==> config.mk <==
export PLATFORM = sky130hd
export DESIGN_NAME = cache_bus_arbiter
export DESIGN_NICKNAME = d
export VERILOG_FILES = /design/src/rtl/cache_bus_arbiter_pkg.sv /design/src/rtl/cache_bus_arbiter_arb_winner_sel.sv /design/src/rtl/cache_bus_arbiter.sv
export SDC_FILE = /design/constraint.sdc
export NUM_CORES = 1
export LEC_CHECK = 0
export CAP_MARGIN = 20
export CELL_PAD_IN_SITES_DETAIL_PLACEMENT = 1
export CELL_PAD_IN_SITES_GLOBAL_PLACEMENT = 1
export CORE_MARGIN = 10
export CORE_UTILIZATION = 12
export DETAILED_ROUTE_END_ITERATION = 10
export PLACE_DENSITY_LB_ADDON = 0.1
export SLEW_MARGIN = 20
export SYNTH_ARGS = -nofsm -noshare
export SYNTH_HDL_FRONTEND = slang
export SYNTH_SLANG_ARGS = --single-unit
export TNS_END_PERCENT = 1
==> constraint.sdc <==
create_clock -name clk -period 4.3 [get_ports clk]
set_clock_uncertainty 0.15 [all_clocks]
set_input_delay 0.43 -clock clk [delete_from_list [all_inputs] [get_ports clk]]
set_output_delay 0.43 -clock clk [all_outputs]
set_load 0.01 [all_outputs]
==> src/rtl/cache_bus_arbiter_pkg.sv <==
// Shared types for the cache-to-bridge memory port arbiter.
// State, side and sram-like size encodings.
package cache_bus_arbiter_pkg;

  typedef enum logic [1:0] {
    ST_IDLE = 2'b00,
    ST_ADDR = 2'b01,
    ST_DATA = 2'b10
  } state_t;

  typedef enum logic {
    SIDE_INST = 1'b0,
    SIDE_DATA = 1'b1
  } side_t;

  localparam logic [1:0] SIZE_BYTE = 2'd0;
  localparam logic [1:0] SIZE_HALF = 2'd1;
  localparam logic [1:0] SIZE_WORD = 2'd2;

  function automatic side_t other_side(
    input side_t s
  );
    return (s == SIDE_INST) ? SIDE_DATA : SIDE_INST;
  endfunction

endpackage

==> src/rtl/cache_bus_arbiter_arb_winner_sel.sv <==
// Combinational winner picker for the cache bus arbiter.
// Round-robin or fixed priority on a tie.
module arb_winner_sel
  import cache_bus_arbiter_pkg::*;
#(
  parameter bit RR_EN     = 1'b1,
  parameter bit DATA_PRIO = 1'b1
) (
  input  logic  inst_req,
  input  logic  data_req,
  input  side_t last_grant,
  output side_t winner
);

  side_t tie_winner;

  assign tie_winner = RR_EN ? other_side(last_grant)
                    : (DATA_PRIO ? SIDE_DATA : SIDE_INST);

  always_comb begin
    winner = SIDE_INST;
    unique case (1'b1)
      (inst_req & data_req):  winner = tie_winner;
      (data_req & ~inst_req): winner = SIDE_DATA;
      default:                winner = SIDE_INST;
    endcase
  end

endmodule

==> src/rtl/cache_bus_arbiter.sv <==
// Shares one sram-like bridge port between i_cache and d_cache.
// One transaction outstanding; responses routed to the owner only.
module cache_bus_arbiter
  import cache_bus_arbiter_pkg::*;
#(
  parameter bit RR_EN     = 1'b1,
  parameter bit DATA_PRIO = 1'b1
) (
  input  logic        clk,
  input  logic        rst,
  input  logic        inst_req,
  input  logic        inst_wr,
  input  logic [1:0]  inst_size,
  input  logic [31:0] inst_addr,
  input  logic [31:0] inst_wdata,
  output logic [31:0] inst_rdata,
  output logic        inst_addr_ok,
  output logic        inst_data_ok,
  input  logic        data_req,
  input  logic        data_wr,
  input  logic [1:0]  data_size,
  input  logic [31:0] data_addr,
  input  logic [31:0] data_wdata,
  output logic [31:0] data_rdata,
  output logic        data_addr_ok,
  output logic        data_data_ok,
  output logic        mem_req,
  output logic        mem_wr,
  output logic [1:0]  mem_size,
  output logic [31:0] mem_addr,
  output logic [31:0] mem_wdata,
  input  logic [31:0] mem_rdata,
  input  logic        mem_addr_ok,
  input  logic        mem_data_ok
);

  state_t state;
  side_t  owner;
  side_t  last_grant;
  side_t  winner;
  side_t  sel;
  logic   sel_req;
  logic   addr_ok_fwd;
  logic   data_ok_fwd;

  arb_winner_sel #(
    .RR_EN    (RR_EN),
    .DATA_PRIO(DATA_PRIO)
  ) u_winner_sel (
    .inst_req  (inst_req),
    .data_req  (data_req),
    .last_grant(last_grant),
    .winner    (winner)
  );

  assign sel = (state == ST_IDLE) ? winner : owner;

  assign sel_req = (sel == SIDE_DATA) ? data_req
                                      : inst_req;

  // Held low during reset even if a requester keeps req high.
  assign mem_req = ~rst & sel_req
                 & (state != ST_DATA);

  assign mem_wr    = (sel == SIDE_DATA) ? data_wr
                                        : inst_wr;
  assign mem_size  = (sel == SIDE_DATA) ? data_size
                                        : inst_size;
  assign mem_addr  = (sel == SIDE_DATA) ? data_addr
                                        : inst_addr;
  assign mem_wdata = (sel == SIDE_DATA) ? data_wdata
                                        : inst_wdata;

  assign addr_ok_fwd = mem_addr_ok & mem_req;
  assign data_ok_fwd = mem_data_ok
                     & (state == ST_DATA);

  assign inst_addr_ok = addr_ok_fwd
                      & (sel == SIDE_INST);
  assign data_addr_ok = addr_ok_fwd
                      & (sel == SIDE_DATA);
  assign inst_data_ok = data_ok_fwd
                      & (owner == SIDE_INST);
  assign data_data_ok = data_ok_fwd
                      & (owner == SIDE_DATA);

  assign inst_rdata = mem_rdata;
  assign data_rdata = mem_rdata;

  always_ff @(posedge clk or posedge rst) begin
    if (rst) begin
      state      <= ST_IDLE;
      owner      <= SIDE_INST;
      last_grant <= SIDE_DATA;
    end else begin
      unique case (state)
        ST_IDLE: begin
          if (inst_req | data_req) begin
            owner      <= winner;
            last_grant <= winner;
            state      <= mem_addr_ok ? ST_DATA
                                      : ST_ADDR;
          end
        end
        ST_ADDR: begin
          if (mem_addr_ok) state <= ST_DATA;
        end
        ST_DATA: begin
          if (mem_data_ok) state <= ST_IDLE;
        end
        default: state <= ST_IDLE;
      endcase
    end
  end

endmodule

# Yosys cells after proc, flatten, opt, wreduce, memory -nomap -nowiden
# Index checks and enable logic that the tools add are counted.
[word_totals] reg_bits=4 wordCells=40 in_bits=172 out_inout_bits=136
[op_classes] eq_ne=6 muxes=13 n_bitwise=15 reduce_logical=3
[op_table] cell="$mux W32" n=2
[op_table] cell="$and A1 B1 Y1" n=10
[op_table] cell="$mux W2" n=5
[op_table] cell="$ne A2 B2 Y1 const B" n=3
[op_table] cell="$pmux W2 S3" n=1
[op_table] cell="$mux W1" n=4
[op_table] cell="$not A1 Y1" n=4
[op_table] cell="$reduce_and A3 Y1" n=1
[op_table] cell="$eq A2 B1 Y1 const B" n=1
[op_table] cell="$eq A2 B2 Y1 const B" n=1
[op_table] cell="$logic_not A2 Y1" n=1
[op_table] cell="$ne A2 B1 Y1 const B" n=1
[op_table] cell="$pmux W1 S2" n=1
[op_table] cell="$reduce_and A2 Y1" n=1
[op_table] cell="$or A1 B1 Y1" n=1

# Depth between registers and ports, before layout
[logic_depth] word_depth=9 mapped_depth=5

# By module
# From an unflattened synthesis, not the netlist that was laid out.
[unflattened] cells_unflattened=164 hier_area_um2=1621.6
[by_module_without_submodules] mod="cache_bus_arbiter" area_each_um2=1610.3 cells_per_inst=163 n_inst=1 seq_area_each_um2=101.3
[by_module_without_submodules] mod="arb_winner_sel" area_each_um2=11.3 cells_per_inst=1 n_inst=1 seq_area_each_um2=0.0

# Least setup slack after synthesis
# OpenSTA, ideal clock, no wires.
[synth_path] path_type="flip-flop to output port" from="register state[1]" to="output port mem_wdata[23]" path_slack_ns=2.147 t_arrival_ns=1.573 stages_incl_launch_ff=6 path_cell_list="dfrtp_1 nor2_4 mux2i_2 buf_4 buf_6 mux2_1"
[synth_via] elab_chain_cells=3
[synth_rtl] element="from (decl)" line_no="cache_bus_arbiter.sv:37" source="state_t state;"
[synth_rtl] element="from (signal assigned)" line_no="cache_bus_arbiter.sv:101" source="state <= mem_addr_ok ? ST_DATA"
[synth_rtl] element="$logic_not A2 Y1" line_no="cache_bus_arbiter.sv:56" source="assign sel = (state == ST_IDLE) ? winner : owner;"
[synth_rtl] element="$mux W1" line_no="cache_bus_arbiter.sv:56"
[synth_rtl] element="$mux W32" line_no="cache_bus_arbiter.sv:71" source="assign mem_wdata = (sel == SIDE_DATA) ? data_wdata"
[synth_rtl] element="to (decl)" line_no="cache_bus_arbiter.sv:31" source="output logic [31:0] mem_wdata,"
# No other way between the ends.

# Worst setup path in the final report
[layout_path] from="input port inst_req" to="output port mem_wdata[2]"
[layout_via] elab_chain_cells=5
[layout_rtl] element="from (decl)" line_no="cache_bus_arbiter.sv:11" source="input logic inst_req,"
[layout_rtl] element="$not A1 Y1" line_no="cache_bus_arbiter_arb_winner_sel.sv:24" source="(data_req & ~inst_req): winner = SIDE_DATA;"
[layout_rtl] element="$and A1 B1 Y1" line_no="cache_bus_arbiter_arb_winner_sel.sv:24"
[layout_rtl] element="$pmux W1 S2 (*)" line_no="cache_bus_arbiter_arb_winner_sel.sv:22" source="unique case (1'b1)"
[layout_rtl] element="$mux W1 (*)" line_no="cache_bus_arbiter.sv:56"
[layout_rtl] element="$mux W32 (*)" line_no="cache_bus_arbiter.sv:71"
# Every way passes the cells marked *; elsewhere a longest branch is shown, timed or not.

==> flow_metrics.py <==
metrics = {
    "timing": {
        "rsz0062_at_grt": "no",
        "finalSetupViolCount": 0,
        "relSlewSlack": 0.674,
        "final-max-slew-violation-count": 0,
        "timing.setup.tns_ns": 0,
        "hold_violations": 0,
        "fmax_mhz": 307,
        "fin_crit_sh": 0.757,
        "min_period_ns": 3.26,
        "worst_pin_slew_ns": 0.488,
    },
    "outcome": {
        "status": "complete, no violations",
    },
    "layout": {
        "n_antenna_cell": 0,
        "final_common_cell": "clkdlybuf4s50_1",
        "fin_util": 0.274,
        "drive_gt1_frac": 0.213,
        "final_cell_mix": "clkdlybuf4s50_1, mux2_2, mux2_1",
        "area_delta_synth_final_pct": 124,
        "fin_area_mm2": 0.00344,
        "fin_nets": 487,
        "nFillCells": 1445,
    },
    "floorplan": {
        "die_w_um": 133,
        "die_h_um": 133,
        "dieArea_mm2": 0.0178,
        "core_mm2": 0.0126,
        "start_util": 0.122,
        "rows": 41,
        "boundaryPins": 308,
    },
    "logic_synthesis": {
        "yosys_warnings": 0,
        "synthCells": 168,
        "synth_area_mm2": 0.00154,
        "syn_nets": 340,
        "syn_area_per_cell_um2": 9.16,
        "ys_seq_area_frac": 0.0659,
        "synth_top_area_share": 0.432,
        "synth_cell_type_count": 23,
        "synth_top_area_cell": "mux2_2",
        "synth-seq-cells": 4,
        "synth_area_leaders": "mux2_2, buf_4, mux2_1",
    },
    "clock_tree": {
        "ctsResizeCount": 0,
        "clockBufferDepth": 2,
        "root_buffer": "clkbuf_16",
        "clk_latency_ns": 0.22,
        "post_cts_buffers": 0,
        "postCtsHoldBufs": 0,
        "path_clk_slew_ns": 0.03,
        "htree_levels": 1,
        "cts_sinks": 4,
        "tritoncts": "done",
        "cts_inserted_buffers": 3,
    },
    "grt": {
        "grt_first_pass_wirelength_um": 13000,
        "grt_max_degree": 37,
        "grt.total_usage": 0.0923,
        "grt.overflow.total": 0,
        "grt_pass1_vias": 2041,
        "antenna_found_initial": 0,
    },
    "route": {
        "drcViolationCount": 0,
        "vias": 1749,
        "detail-route-antenna-nets": 0,
        "dr.pass1.iters": 4,
        "drtIter0Drc": 12,
        "wl_um": 8980,
        "wire_per_inst_um": 18.5,
        "avgViaCountPerCell": 3.60,
    },
    "place": {
        "place_hpwl_um": 8020,
        "gp_congestion": 0.725,
        "place_area_mm2": 0.00337,
        "portBuffers": 211,
    },
    "setup_path": {
        "cp-end-kind": "primary output",
        "worstPathRequired_ns": 3.72,
        "critPathKind": "primary input to primary output",
        "critPathLaunchType": "primary input",
        "cp_max_fo": 36,
        "worst_ep_arrival_time_ns": 2.68,
        "rr_worst_depth": 3,
    },
    "power_and_ir_drop": {
        "vdd_drop_max_mv": 0.142,
        "pwr_density_cell_mw_per_mm2": 329,
        "p_leak_nw": 1.25,
    },
    "min_path": {
        "hp-class": "primary input to async pin",
    },
    "run": {
        "max_cap_viol_count": 0,
    },
}
==> layout make-up <==
class	count	area [µm²]	area share
Sequential cell	4	101	0.0294
Inverter	3	11.3	0.00327
Tap cell	172	215	0.0625
Timing Repair Buffer	213	2130	0.618
Clock buffer	4	78.8	0.0229
Multi-Input combinational cell	90	911	0.264
==> through the flow <==
step                      hold slack (ns)  cells  worst slack [ns]  total power [mW]
final                               0.300    486              1.04              1.13
after global routing                0.333    486             0.894              1.22
after CTS                           0.309    486              1.01              1.16
after detailed placement            0.395    482              1.01              1.01
after global placement              0.387    482              1.00              1.01
after floorplan                    0.0454    168              2.15             0.560
==> critical path: stages <==
cell and delay (ns):
clkdlybuf4s50_1 0.59, a21boi_1 0.13, mux2i_4 0.15, buf_4 0.43, mux2_2 0.39, clkdlybuf4s50_1 0.51
==> cells in the mapped netlist, drive strengths merged <==
library cell	count
buf	71
mux2	67
nor2	4
a21oi	3
dfrtp	3
inv	3
nor3	3
a31oi	2
nand2	2
a2111oi	1
a21boi	1
and3	1
and4b	1
dfstp	1
mux2i	1
nand2b	1
nor2b	1
nor3b	1
o32ai	1
==> flip-flops by register name, indices dropped and copies added, names as in the netlist <==
name / cells
last_grant: 1
owner: 1
state: 2
==> final timing paths <==
path / to / slack (ns) / from
max: mem_wdata[2] / 1.04 / inst_req
min reg2reg: last_grant / 0.39 / last_grant
max reg2reg: state[1] / 3.10 / state[0]
min: owner / 0.30 / rst
max in group asynchronous: last_grant / 3.47 / rst
min in group clk: last_grant / 0.39 / last_grant
==> per-layer routing <==
layer	vias up	routed length, µm	GRT usage
met2	129	4470	0.165
met5	-	0	0
met1	766	3090	0.0871
met4	0	393	0.0484
li1	812	-	-
met3	42	1030	0.0402
==> cells by family after synthesis <==
kind of cell / count (synthesis) / synth area share
mux: 68 / 0.499
flops: 4 / 0.0659
simple gates: 14 / 0.0529
compound gates: 8 / 0.0341
buf+inv: 74 / 0.348
==> power by group <==
part	switching [mW]	total, mW	internal, mW
Sequential	0.0184	0.0711	0.0527
Clock	0.0266	0.149	0.123
Combinational	0.333	0.912	0.578
(Power assumes the default switching activity.)
